`config.mk`:
```
export PLATFORM = sky130hd
export DESIGN_NAME = spi_msg_rx
export DESIGN_NICKNAME = d
export VERILOG_FILES = /design/src/rtl/spi_msg_pkg.sv /design/src/rtl/spi_sync_edge.sv /design/src/rtl/spi_msg_rx.sv
export SDC_FILE = /design/constraint.sdc
export NUM_CORES = 1
export LEC_CHECK = 0
export ABC_CLOCK_PERIOD_IN_PS = 3050
export BUFFER_PORTS_ARGS = -buffer_cell sky130_fd_sc_hd__clkbuf_2
export CORE_UTILIZATION = 55
export CTS_CLUSTER_DIAMETER = 50
export DETAILED_ROUTE_END_ITERATION = 6
export PLACE_DENSITY = 0.77
export SYNTH_ARGS = -nofsm -noshare
export SYNTH_HDL_FRONTEND = slang
export SYNTH_SLANG_ARGS = --single-unit
```
`constraint.sdc`:
```
create_clock -name clk -period 3.05 [get_ports clk]
set_clock_uncertainty 0.1 [all_clocks]
set_input_delay 0.7625 -clock clk [delete_from_list [all_inputs] [get_ports clk]]
set_output_delay 0.7625 -clock clk [all_outputs]
set_load 0.01 [all_outputs]
```
`src/rtl/spi_msg_pkg.sv`:
```
// spi_msg_pkg: shared frame tags, system-state codes and the receiver FSM
// state type. Define SPI_MSG_RX_CHECKSUM_EN to add the CHECK state and a
// trailing checksum byte.
package spi_msg_pkg;

  // Frame tag byte values
  localparam logic [7:0] TAG_STATE  = 8'h01;
  localparam logic [7:0] TAG_RESULT = 8'h02;

  // System-state codes
  localparam logic [7:0] READY  = 8'd1;
  localparam logic [7:0] LISTEN = 8'd2;
  localparam logic [7:0] DONE   = 8'd10;

  typedef enum logic [2:0] {
    IDLE    = 3'd0,
    TAG     = 3'd1,
    PAYLOAD = 3'd2,
    DRAIN   = 3'd3
`ifdef SPI_MSG_RX_CHECKSUM_EN
    , CHECK = 3'd4
`endif
  } fsm_state_e;

  function automatic logic legal_tag(input logic [7:0] b);
    return (b == TAG_STATE) || (b == TAG_RESULT);
  endfunction

endpackage

```
`src/rtl/spi_sync_edge.sv`:
```
// spi_sync_edge: multi-flop synchroniser for one asynchronous input plus
// rise/fall detection on the synchronised copy. Edges stay masked until the
// chain holds real samples, so leaving reset never produces a false edge.
module spi_sync_edge #(
  parameter int   STAGES    = 2,
  parameter logic RESET_VAL = 1'b0
) (
  input  logic clk,
  input  logic reset,
  input  logic d,
  output logic q,
  output logic rise,
  output logic fall
);

  logic [STAGES-1:0] chain;
  logic              prev;
  logic [STAGES:0]   prime;

  // Shift the input through the chain, remember the last output, and count
  // off the cycles needed before the edge detector may trust its history.
  always_ff @(posedge clk or negedge reset) begin
    if (!reset) begin
      chain <= {STAGES{RESET_VAL}};
      prev  <= RESET_VAL;
      prime <= '0;
    end else begin
      // NOTE: non-blocking so each stage takes its predecessor's old value;
      // blocking assignments would collapse the chain into a single flop.
      chain <= {chain[STAGES-2:0], d};
      prev  <= chain[STAGES-1];
      prime <= {prime[STAGES-1:0], 1'b1};
    end
  end

  assign q    = chain[STAGES-1];
  assign rise = prime[STAGES] &  q & ~prev;
  assign fall = prime[STAGES] & ~q &  prev;

endmodule

```
`src/rtl/spi_msg_rx.sv`:
```
// spi_msg_rx: SPI mode-0 slave that receives tagged two-byte frames
// (tag, payload) and publishes system-state or classification results,
// returning tx_byte to the master in every byte slot.
// Optional feature macro: SPI_MSG_RX_CHECKSUM_EN (third byte = tag ^ payload).
module spi_msg_rx
  import spi_msg_pkg::*;
#(
  parameter int N_STATES    = 10,
  parameter int SYNC_STAGES = 2
) (
  input  logic       clk,
  input  logic       reset,
  input  logic       sck,
  input  logic       sdi,
  input  logic       ss,
  output logic       sdo,
  input  logic [7:0] tx_byte,
  output logic [7:0] sys_state,
  output logic [7:0] result,
  output logic       state_valid,
  output logic       result_valid,
  output logic       frame_err
);

  localparam logic [7:0] MAX_STATE = 8'(N_STATES);

  logic sck_q, sck_rise, sck_fall;
  logic sdi_q, sdi_rise, sdi_fall;
  logic ss_q, ss_rise, ss_fall;
  logic unused_sdi_edges;

  spi_sync_edge #(.STAGES(SYNC_STAGES), .RESET_VAL(1'b0)) u_sck_sync (
    .clk(clk), .reset(reset), .d(sck), .q(sck_q), .rise(sck_rise), .fall(sck_fall));
  spi_sync_edge #(.STAGES(SYNC_STAGES), .RESET_VAL(1'b0)) u_sdi_sync (
    .clk(clk), .reset(reset), .d(sdi), .q(sdi_q), .rise(sdi_rise), .fall(sdi_fall));
  // ss idles high, so its synchroniser resets to 1
  spi_sync_edge #(.STAGES(SYNC_STAGES), .RESET_VAL(1'b1)) u_ss_sync (
    .clk(clk), .reset(reset), .d(ss), .q(ss_q), .rise(ss_rise), .fall(ss_fall));

  assign unused_sdi_edges = sdi_rise ^ sdi_fall ^ sck_q;

  logic [6:0] rx_shift;
  logic [2:0] bit_cnt;
  logic [7:0] rx_byte;
  logic       byte_done;
  logic [7:0] tx_shift;

  assign rx_byte   = {rx_shift, sdi_q};
  assign byte_done = ~ss_q & sck_rise & (bit_cnt == 3'd7);

  // Receive shifter and bit counter: sample on sck rise, clear while deselected.
  always_ff @(posedge clk or negedge reset) begin
    if (!reset) begin
      rx_shift <= '0;
      bit_cnt  <= '0;
    end else if (ss_q) begin
      rx_shift <= '0;
      bit_cnt  <= '0;
    end else if (sck_rise) begin
      rx_shift <= rx_byte[6:0];
      bit_cnt  <= bit_cnt + 3'd1;
    end
  end

  // Transmit shifter: load tx_byte at ss fall and each byte boundary; shift on
  // sck fall except the fall right after a boundary, which must keep the new MSB.
  always_ff @(posedge clk or negedge reset) begin
    if (!reset) begin
      tx_shift <= '0;
    end else if (ss_fall || byte_done) begin
      tx_shift <= tx_byte;
    end else if (sck_fall && !ss_q && (bit_cnt != 3'd0)) begin
      tx_shift <= {tx_shift[6:0], 1'b0};
    end
  end

  assign sdo = ~ss_q & tx_shift[7];

  fsm_state_e state;
  logic [7:0] tag_q;
  logic       commit;
  logic       cs_ok;
  logic [7:0] pay;
  logic       mid_frame;

`ifdef SPI_MSG_RX_CHECKSUM_EN
  logic [7:0] payload_q;
  assign commit    = (state == CHECK) && byte_done;
  assign cs_ok     = (rx_byte == (tag_q ^ payload_q));
  assign pay       = payload_q;
  assign mid_frame = (state == TAG) || (state == PAYLOAD) || (state == CHECK);
`else
  assign commit    = (state == PAYLOAD) && byte_done;
  assign cs_ok     = 1'b1;
  assign pay       = rx_byte;
  assign mid_frame = (state == TAG) || (state == PAYLOAD);
`endif

  // Frame FSM with registered outputs; ss rise aborts from any state.
  always_ff @(posedge clk or negedge reset) begin
    if (!reset) begin
      state        <= IDLE;
      tag_q        <= '0;
`ifdef SPI_MSG_RX_CHECKSUM_EN
      payload_q    <= '0;
`endif
      sys_state    <= '0;
      result       <= '0;
      state_valid  <= 1'b0;
      result_valid <= 1'b0;
      frame_err    <= 1'b0;
    end else begin
      state_valid  <= 1'b0;
      result_valid <= 1'b0;
      if (ss_rise) begin
        if (mid_frame) frame_err <= 1'b1;
        state <= IDLE;
      end else begin
        case (state)
          IDLE:    if (ss_fall) state <= TAG;
          TAG: begin
            if (byte_done) begin
              tag_q <= rx_byte;
              if (legal_tag(rx_byte)) begin
                state <= PAYLOAD;
              end else begin
                frame_err <= 1'b1;
                state     <= DRAIN;
              end
            end
          end
          PAYLOAD: begin
            if (byte_done) begin
`ifdef SPI_MSG_RX_CHECKSUM_EN
              payload_q <= rx_byte;
              state     <= CHECK;
`else
              state     <= IDLE;
`endif
            end
          end
`ifdef SPI_MSG_RX_CHECKSUM_EN
          CHECK:   if (byte_done) state <= IDLE;
`endif
          DRAIN:   state <= DRAIN;
          default: state <= IDLE;
        endcase

        if (commit) begin
          if (!cs_ok) begin
            frame_err <= 1'b1;
          end else if (tag_q == TAG_STATE) begin
            if (pay > MAX_STATE) begin
              frame_err <= 1'b1;
            end else begin
              sys_state   <= pay;
              state_valid <= 1'b1;
            end
          end else begin
            result       <= pay;
            result_valid <= 1'b1;
          end
        end
      end
    end
  end

endmodule
```
# After elaboration in Yosys (flattened, before gate mapping)
# Cells that the tools add are included.
# W data, S select, Z words.
# totals
regBits,62
in_bits,13
out_inout_bits,20
elab_cells,90
# classes
muxes,27
reduce_logical,15
addsub,1
n_bitwise,18
order_cmp,1
n_eq_ne,11
# ops
operator,n
$mux W3,6
$eq A8 B1 Y1 const B,2
$mux W1,16
$mux W8,2
$mux W7,2
$pmux W3 S4,1
$and A1 B1 Y1,11
$ne A3 B3 Y1 const B,3
$reduce_and A3 Y1,3
$eq A8 B2 Y1 const B,1
$gt A8 B4 Y1 const B,1
$not A1 Y1,7
$eq A3 B2 Y1 const B,2
$reduce_and A4 Y1,1
$reduce_bool A2 Y1,2
$add A3 B1 Y3 const B,1
$eq A3 B1 Y1 const B,1
$eq A3 B3 Y1 const B,1
$logic_and A1 B1 Y1,3
$logic_not A3 Y1,1
$logic_or A1 B1 Y1,3
$reduce_bool A3 Y1,1
$ne A2 B1 Y1 const B,1
$logic_not A1 Y1,1

# Logic depth before layout (Yosys ltp)
# Gate-level depths: netlist (run 1).
# logic_depth
depth_word,10
ltp_mapped,7
ltp_nobuf,6

# Modules after synthesis
# Synthesis (run 1) repeated with hierarchy kept, for this count alone.
# hier_totals
hier_cells,191
area_unflattened_um2,2591.2
# modules_own_cells
module,seq_area_each_um2,cells_per_inst,area_each_um2,instances
spi_msg_rx,1176.1,164,2073.2,1
spi_sync_edge at u_sck_sync ...,150.1,9,171.4,2
spi_sync_edge at u_ss_sync,153.9,9,175.2,1

# Worst setup path after synthesis (run 1)
# Ideal clock, no wire load.
# synth_timing
path_type,register to register
from,register bit_cnt[0]
to,register sys_state[0]
arrival_time_ns,1.571
required_ns,2.825
stages_incl_launch_ff,8
path_buffers,1
period_less_slack_ns,1.796
path_slack_ns,1.254
setup_time_ns,0.125
cell_sequence,dfrtp_1 > ha_1 > ha_1 > and2_1 > nand4_1 > nand2b_1 > buf_6 > mux2_4
# synth_between
elab_chain_cells,4
# synth_rtl
item,line,rtl
from (decl),spi_msg_rx.sv:43,logic [2:0] bit_cnt;
from (signal assigned),spi_msg_rx.sv:61,bit_cnt <= bit_cnt + 3'd1;
$eq A3 B3 Y1,spi_msg_rx.sv:49,assign byte_done = ~ss_q & sck_rise & (bit_cnt == 3'd7);
$and A1 B1 Y1,spi_msg_rx.sv:49,
$logic_and A1 B1 Y1,spi_msg_rx.sv:93,assign commit = (state == PAYLOAD) && byte_done;
$reduce_and A4 Y1 (no source line),-,
to (signal assigned),spi_msg_rx.sv:156,sys_state <= pay;
to (decl),spi_msg_rx.sv:18,"output logic [7:0] sys_state,"
# No other way between the ends.
# A chain may end at the register's enable or synchronous reset.

# Final worst setup path (run 1)
# layout_timing
from,register u_sck_sync.prev
to,register sys_state[2]
# layout_between
elab_chain_cells,6
# layout_rtl
item,line,rtl
from (decl),spi_sync_edge.sv:17,logic prev;
from (signal assigned),spi_sync_edge.sv:31,prev <= chain[STAGES-1];
$not A1 Y1,spi_sync_edge.sv:37,assign rise = prime[STAGES] & q & ~prev;
$and A1 B1 Y1,spi_sync_edge.sv:37,
$and A1 B1 Y1 (2 in a row),spi_msg_rx.sv:49,
$logic_and A1 B1 Y1,spi_msg_rx.sv:93,
$reduce_and A4 Y1 (no source line),-,
# No other way between the ends.

==> results of run 1 <==
## cells in the final DEF (no fill, tap or decap), types with 2 or more instances in the layout
cell type | synthesis | layout
a21oi_1 | 12 | 12
a22o_1 | 9 | 9
a31oi_1 | 2 | 2
and2_1 | 6 | 6
buf_4 | 0 | 2
clkbuf_2 | 1 | 32
clkbuf_8 | 0 | 13
clkinvlp_4 | 0 | 2
dfrtp_1 | 55 | 55
dfstp_2 | 3 | 3
ha_1 | 7 | 7
inv_1 | 9 | 9
mux2_1 | 8 | 8
mux2_2 | 9 | 9
mux2_4 | 3 | 3
mux2i_1 | 8 | 8
nand2_1 | 5 | 5
nand2b_1 | 3 | 3
nand3_1 | 2 | 2
nor2_1 | 9 | 9
nor2b_1 | 3 | 3
o21ai_0 | 2 | 2
## power groups by stage
stage,registers [mW],clock network [mW],logic [mW]
after detailed placement,0.866,0,0.207
final,0.853,0.753,0.207
after global routing,0.858,0.803,0.230
after global placement,0.863,0,0.188
after floorplan,0.858,0,0.136
after CTS,0.853,0.766,0.208
## worst max-delay path, stage by stage, from the launching register on
cell and delay [ps]:
dfrtp_1 390, and4bb_1 600, nand4_1 220, nand2b_1 350
mux2_4 360
## final cells by class
class | count | area, um^2
Fill cell | 302 | 1270
Clock inverter | 3 | 45.0
Inverter | 9 | 33.8
Tap cell | 50 | 62.6
Clock buffer | 13 | 179
Multi-Input combinational cell | 105 | 862
Sequential cell | 58 | 1460
Timing Repair Buffer | 34 | 175
## sequential cells by signal, summed over array words and instances (netlist names), 2 cells and up
name              count
u_ss_sync.prime       2
state                 2
tag_q                 8
rx_shift              7
bit_cnt               3
u_sck_sync.chain      2
sys_state             8
u_ss_sync.chain       2
result                8
u_sdi_sync.chain      2
tx_shift              8
## worst min path at each step
stage                              from             endpoint  slack, ps  cells after the start
finish               u_ss_sync.prime[0]   u_ss_sync.prime[1]        250                      0
global route        u_sck_sync.chain[0]  u_sck_sync.chain[1]        260                      0
CTS                  u_ss_sync.prime[0]   u_ss_sync.prime[1]        250                      0
detailed placement  u_sck_sync.chain[0]  u_sck_sync.chain[1]        230                      0
global placement    u_sdi_sync.chain[0]  u_sdi_sync.chain[1]        230                      0
floorplan           u_sck_sync.chain[0]  u_sck_sync.chain[1]        230                      0
## per-layer routing
layer / up-vias / share of wire, % / track usage, %
met1: 754 / 44 / 26.6
met4: 0 / 2.1 / 11.7
li1: 702 / - / -
met2: 37 / 50 / 35.5
met5: - / 0 / 0
met3: 10 / 3.5 / 5.57
## logic make-up (layout without fill, tap and decap cells)
family	count (synthesis)	count (layout)	synth area share (%)
muxes	28	28	13.3
DFF	58	58	61.1
xor gates and xnor gates	1	1	0.368
buffers and inverters	14	59	2.68
and+or+nand+nor	36	36	9.04
other	1	1	0.157
AOI/OAI and AO/OA	32	32	9.67
adders and majority gates	7	7	3.68
## per-stage QoR
stage	utilization [%]	hold WS, ps	instance area, um^2
after floorplan	-	231	2380
after global placement	63.3	234	2590
after detailed placement	63.3	235	2590
after CTS	68.8	248	2810
after global routing	68.8	258	2810
final	68.8	246	2810
==> impl_metrics.yaml, run 1 <==
timing:
  finalCriticalPeriod_ps: 2150
  setup_viol: 0
  post-route-period-util_pct: 70.5
  clock.fmax_mhz: 465
  rsz0062_at_grt: "false"
  worst_slack_ps: 901
  slew_headroom_pct: 41.9
  worst_pin_slew_ps: 867
  tns_ps: 0
  slew_viol_final: 0
  hold_violations: 0
floorplan:
  die_w_um: 67.8
  rows: 23
  die_h_um: 67.8
  core_um2: 4090
  die_area_um2: 4600
  start_util_pct: 58.3
  pin_count: 33
run:
  drv.max_cap_violation_count: 0
placed_design:
  io_buffers: 32
  post-place-cells: 256
  dp_slack_ps: 897
  place_congestion: 0.753
  dp_hpwl_mm: 3.03
synthesis:
  avgSynthCellArea_um2: 13.5
  synth_top_area_share_pct: 57.8
  ys_types: 39
  netlist_area_um2: 2380
  synth-warning-count: 0
  synth_seq_cells: 58
  synth_seq_area_share_pct: 61.1
  synthMostInstantiatedCell: "dfrtp_1"
  syn_inst: 177
  yosys-top-cells-count: "dfrtp_1 (55), a21oi_1 (12)"
  async_flop_share_pct: 100
  synth-main-ff-cell: "dfrtp_1"
  synth_top_cell_by_area: "dfrtp_1"
  syn_nets: 197
  yosys-top-cells-area: "dfrtp_1 (58%), mux2_2 (4.3%), mux2_1 (3.8%)"
  synth_edf_count: 0
outcome:
  status: "finished clean"
critical_path:
  criticalPathCategory: "reg -> reg"
  critPathLaunch: "u_sck_sync.prev"
  crit_arrival_ps: 2260
  crit_end: "sys_state[2]"
  reg2reg_from: "u_sck_sync.prev"
  cp.required_ps: 3170
  endpoint_kind: "flip-flop"
  critPathMaxFanout: 15
  worstReg2RegEnd: "sys_state[2]"
  start_kind: "flip-flop"
  r2r_slack_ps: 900
  r2r_cells: 4
final_layout:
  fin_nets: 237
  diodes: 0
  layout-drive-gt1-share_pct: 32.0
  areaGrowthSynthToFinish_pct: 18.1
  instances_no_fill: 272
power:
  p_per_area_nw_per_um2: 645
  p_clk_share_pct: 41.5
  power_mw: 1.81
  p_leak_nw: 1.48
  switching_share_pct: 24.4
  seqPwrFrac_pct: 47.1
  peakVddDrop_mv: 0.339
  power.internal_mw: 1.37
  comb_power_share_pct: 11.4
  power_switching_uw: 442
detailed_routing:
  detail_route.first_pass.iterations: 4
  drt-initial-drc-count: 101
  drc: 0
  ant_nets: 0
  vias: 1503
  wl_per_cell_um: 15.8
  drt-vias-per-instance: 5.53
  routed_wirelength_mm: 4.29
clock_tree:
  clk_path_buf_depth: 2
  post-cts-setup-buffers: 0
  clk_pin_slew_ps: 60
  tritoncts: "built"
  clockRootBuffer: "clkbuf_8"
  holdBufCountCts: 0
  cts.sinks: 58
  ctsHtreeMaxLevel: 3
  cts_buffers: 9
  clk_latency_ps: 330
  cts-resized-gates: 0
global_route:
  grt_overflow: 0
  grt_pass1_wl_mm: 7.08
  grt_max_degree: 24
  grt_antenna_before_repair: 0
  groute.usage.overall_pct: 21.9
  grt_pass1_vias: 1543
min_path:
  holdCritPathClass: "reg -> reg"
No activity file was read; power rests on OpenSTA's default activity.
==> run 2, diff against run 1 <==
--- a/config.mk
+++ b/config.mk
@@ -5,7 +5,7 @@
 export SDC_FILE = /design/constraint.sdc
 export NUM_CORES = 1
 export LEC_CHECK = 0
-export ABC_CLOCK_PERIOD_IN_PS = 3050
+export ABC_CLOCK_PERIOD_IN_PS = 2100
 export BUFFER_PORTS_ARGS = -buffer_cell sky130_fd_sc_hd__clkbuf_2
 export CORE_UTILIZATION = 55
 export CTS_CLUSTER_DIAMETER = 50
==> constraint.sdc (replaced) <==
create_clock -name clk -period 2.1 [get_ports clk]
set_clock_uncertainty 0.1 [all_clocks]
set_input_delay 0.525 -clock clk [delete_from_list [all_inputs] [get_ports clk]]
set_output_delay 0.525 -clock clk [all_outputs]
set_load 0.01 [all_outputs]
==> impl_metrics.yaml, run 2 (same netlist as run 1, synthesis figures left out) <==
detailed_routing:
  vias: 1495
  ant_nets: 0
  routed_wirelength_mm: 4.16
  detail_route.first_pass.iterations: 4
  drc: 0
  drt-initial-drc-count: 50
  drt-vias-per-instance: 5.44
  wl_per_cell_um: 15.1
final_layout:
  fin_nets: 240
  final_cell_mix: "dfrtp_1 (55), clkbuf_2 (32), a21oi_1 (12)"
  n_fill_cell: 290
  diodes: 0
  final_util_pct: 68.9
  areaGrowthSynthToFinish_pct: 18.2
  final_area_um2: 2820
  mostFrequentLayoutCell: "dfrtp_1"
  layout-drive-gt1-share_pct: 31.6
clock_tree:
  clk_pin_slew_ps: 70
  holdBufCountCts: 0
  clk_path_buf_depth: 2
  ctsHtreeMaxLevel: 3
  cts_buffers: 9
  clk_latency_ps: 330
  post-cts-setup-buffers: 0
  cts-resized-gates: 0
  clockRootBuffer: "clkbuf_8"
  cts.sinks: 58
  tritoncts: "built"
floorplan:
  die_h_um: 67.8
  rows: 23
  core_um2: 4090
  die_area_um2: 4600
  start_util_pct: 58.3
  die_w_um: 67.8
  pin_count: 33
global_route:
  grt_max_degree: 42
  groute.usage.overall_pct: 20.4
  grt_overflow: 0
  grt_antenna_before_repair: 0
  grt_pass1_vias: 1468
  grt_pass1_wl_mm: 6.61
critical_path:
  r2r_cells: 6
  path_cells: "ha_1 > ha_1 > and2_1 > nand4_1 > nand2b_1 > mux2_4"
  critPathMaxFanout: 5
  cp.required_ps: 2220
  critPathMostFrequentCell: "ha_1"
  max_stage_delay_ps: 400
  start_kind: "flip-flop"
  crit_arrival_ps: 2080
  r2r_slack_ps: 140
  criticalPathCategory: "reg -> reg"
  cp.buffers_inverters: 0
  endpoint_kind: "flip-flop"
  critical_path_depth: 6
  crit_slowest_cell: "dfrtp_1"
  cp_top_family: "simple AND/OR/NAND/NOR gates"
power:
  peakVddDrop_mv: 0.560
  p_per_area_nw_per_um2: 900
  p_leak_nw: 1.48
timing:
  tns_ps: 0
  worst_pin_slew_ps: 621
  slew_headroom_pct: 58.6
  worst_slack_ps: 139
  finalCriticalPeriod_ps: 1960
  post-route-period-util_pct: 93.4
  setup_viol: 0
  slew_viol_final: 0
  hold_violations: 0
  clock.fmax_mhz: 510
  rsz0062_at_grt: "false"
  whs_ps: 37.4
placed_design:
  place_area_um2: 2620
  dp_slack_ps: 161
  place_congestion: 0.738
  io_buffers: 32
  dp_hpwl_mm: 2.90
min_path:
  holdCritPathClass: "in -> async"
run:
  drv.max_cap_violation_count: 0
outcome:
  status: "finished clean"
[run 2: cell count changes in the layout (fill, tap and decap cells not counted)]
cell / before / now
clkbuf_1: 0 / 3
buf_4: 2 / 4
clkinvlp_4: 2 / 1
clkbuf_8: 13 / 10
buf_12: 0 / 1
clkinv_2: 0 / 1
[run 2: worst register-to-register path, cell delays in order (launching register included)]
cell	delay, ps
dfrtp_1	400
ha_1	210
ha_1	230
and2_1	170
nand4_1	140
nand2b_1	280
mux2_4	330
[run 2: final cells by class]
class / count / area (um^2) / area share (%)
clock buffers: 13 / 149 / 5.29
clock inverters: 3 / 42.5 / 1.51
inverters: 9 / 33.8 / 1.20
multi-input cells: 105 / 862 / 30.6
flip-flops and latches: 58 / 1460 / 51.7
well taps: 50 / 62.6 / 2.22
repair buffers: 37 / 210 / 7.47
[run 2: power breakdown]
group	switching (mW)	internal [mW]
clock network	0.415	0.580
logic	0.168	0.132
registers	0.0534	1.19
[run 2: metal layers]
layer | global-route usage (%) | vias up | share of wire (%)
met5 | 0 | - | 0
met4 | 13.0 | 0 | 1.9
met3 | 3.55 | 10 | 4.6
met2 | 32.4 | 38 | 48
met1 | 25.8 | 734 | 45
li1 | - | 713 | -
[run 2: metrics by stage]
stage,power (mW),instances
2_1_floorplan,1.44,177
3_3_place_gp,1.53,259
3_5_place_dp,1.56,259
4_1_cts,2.56,275
5_1_grt,2.65,275
6_report,2.53,275
[run 2: path summary, 6_finish.rpt]
path / end / startpoint
hold reg to reg: u_ss_sync.prime[1] / u_ss_sync.prime[0]
hold / removal: tx_shift[1] / reset
setup reg to reg: sys_state[1] / bit_cnt[0]
setup / recovery: sys_state[1] / bit_cnt[0]
min in group clk: u_ss_sync.chain[0] / ss
max in group asynchronous: u_ss_sync.chain[1] / reset
==> run 3, diff against run 2 <==
--- a/config.mk
+++ b/config.mk
@@ -5,7 +5,7 @@
 export SDC_FILE = /design/constraint.sdc
 export NUM_CORES = 1
 export LEC_CHECK = 0
-export ABC_CLOCK_PERIOD_IN_PS = 2100
+export ABC_CLOCK_PERIOD_IN_PS = 2300
 export BUFFER_PORTS_ARGS = -buffer_cell sky130_fd_sc_hd__clkbuf_2
 export CORE_UTILIZATION = 55
 export CTS_CLUSTER_DIAMETER = 50
==> constraint.sdc (replaced) <==
create_clock -name clk -period 2.3 [get_ports clk]
set_clock_uncertainty 0.1 [all_clocks]
set_input_delay 0.575 -clock clk [delete_from_list [all_inputs] [get_ports clk]]
set_output_delay 0.575 -clock clk [all_outputs]
set_load 0.01 [all_outputs]
==> impl_metrics.yaml, run 3 (same netlist as run 1, synthesis figures left out) <==
outcome:
  status: "finished clean"
detailed_routing:
  detail_route.first_pass.iterations: 4
  drc: 0
  wl_per_cell_um: 15.5
  vias: 1504
  routed_wirelength_mm: 4.24
  ant_nets: 0
  drt-vias-per-instance: 5.51
  drt-initial-drc-count: 42
final_layout:
  multi_input_area_um2: 862
  mostFrequentLayoutCell: "dfrtp_1"
  final_cell_mix: "dfrtp_1 (55), clkbuf_2 (32), a21oi_1 (12)"
  areaGrowthSynthToFinish_pct: 18.7
  n_fill_cell: 283
  seqCellArea_um2: 1460
  fin_nets: 238
  diodes: 0
  layout-drive-gt1-share_pct: 31.8
global_route:
  grt_max_degree: 59
  grt_pass1_wl_mm: 6.78
  grt_overflow: 0
  groute.usage.overall_pct: 21.4
  grt_antenna_before_repair: 0
  grt_pass1_vias: 1488
timing:
  slew_viol_final: 0
  finalCriticalPeriod_ps: 2080
  worst_pin_slew_ps: 702
  tns_ps: 0
  worst_slack_ps: 219
  hold_violations: 0
  slew_headroom_pct: 53.2
  post-route-period-util_pct: 90.5
  setup_viol: 0
  rsz0062_at_grt: "false"
  whs_ps: 229
  clock.fmax_mhz: 481
floorplan:
  rows: 23
  die_h_um: 67.8
  pin_count: 33
  die_w_um: 67.8
  start_util_pct: 58.3
  core_um2: 4090
  die_area_um2: 4600
clock_tree:
  cts.sinks: 58
  clk_pin_slew_ps: 60
  ctsHtreeMaxLevel: 3
  cts-resized-gates: 0
  post-cts-setup-buffers: 0
  clockRootBuffer: "clkbuf_8"
  clk_path_buf_depth: 2
  cts_buffers: 9
  tritoncts: "built"
  holdBufCountCts: 0
  clk_latency_ps: 330
critical_path:
  crit_arrival_ps: 2190
  start_kind: "flip-flop"
  criticalPathCategory: "reg -> reg"
  cp.required_ps: 2410
  path_cells: "ha_1 > ha_1 > and2_1 > nand4_1 > nand2b_1 > mux2_4"
  critPathMaxFanout: 9
  critPathMostFrequentCell: "ha_1"
  max_stage_delay_ps: 420
  endpoint_kind: "flip-flop"
  crit_slowest_cell: "dfrtp_1"
placed_design:
  io_buffers: 32
  place_congestion: 0.765
  dp_slack_ps: 253
  dp_hpwl_mm: 2.94
run:
  drv.max_cap_violation_count: 0
power:
  p_leak_nw: 1.49
  p_per_area_nw_per_um2: 868
  peakVddDrop_mv: 0.637
min_path:
  holdCritPathClass: "in -> reg"
run 3: path summary, 6_finish.rpt:
path / from / endpoint / slack [ps] / cells past startpoint
min: ss / u_ss_sync.chain[0] / 230 / 1
max reg2reg: bit_cnt[0] / sys_state[2] / 220 / 6
max: bit_cnt[0] / sys_state[2] / 220 / 6
min reg2reg: u_ss_sync.prime[0] / u_ss_sync.prime[1] / 250 / 0
min in group asynchronous: reset / state[0] / 280 / 2
max in group asynchronous: reset / u_sck_sync.prime[2] / 1360 / 2
run 3: per-stage QoR:
stage	power (mW)	util (%)	instance area (um^2)	instances
detailed placement	1.43	63.5	2600	257
global route	2.57	69.1	2830	273
CTS	2.48	69.1	2830	273
global placement	1.39	63.5	2600	257
floorplan	1.32	-	2380	177
finish	2.45	69.1	2830	273
run 3: area by class of cell:
| cell class | instances | area share, % |
|---|---|---|
| flip-flops and latches | 58 | 51.5 |
| multi-input cells | 105 | 30.5 |
| repair buffers | 35 | 6.47 |
| clock buffers | 12 | 5.49 |
| clock inverters | 4 | 2.61 |
| well taps | 50 | 2.21 |
| inverters | 9 | 1.20 |
run 3: routing by layer:
metal / up-vias / routed length (um) / GRT usage, %
met2: 36 / 2060 / 34.2
met1: 753 / 1920 / 25.1
met4: 0 / 83 / 12.0
met5: - / 0 / 0
li1: 707 / - / -
met3: 8 / 176 / 7.60
run 3: worst max-delay path, delay by kind of cell, from the launching register on:
family | cells | cell delay [ps]
fa+ha+maj | 2 | 450
mux | 1 | 340
simple gates | 3 | 660
flops | 1 | 420
run 3: where the power goes:
group	switching, mW	internal, mW
sequential	0.0536	1.08
clock	0.366	0.669
combinational	0.164	0.117
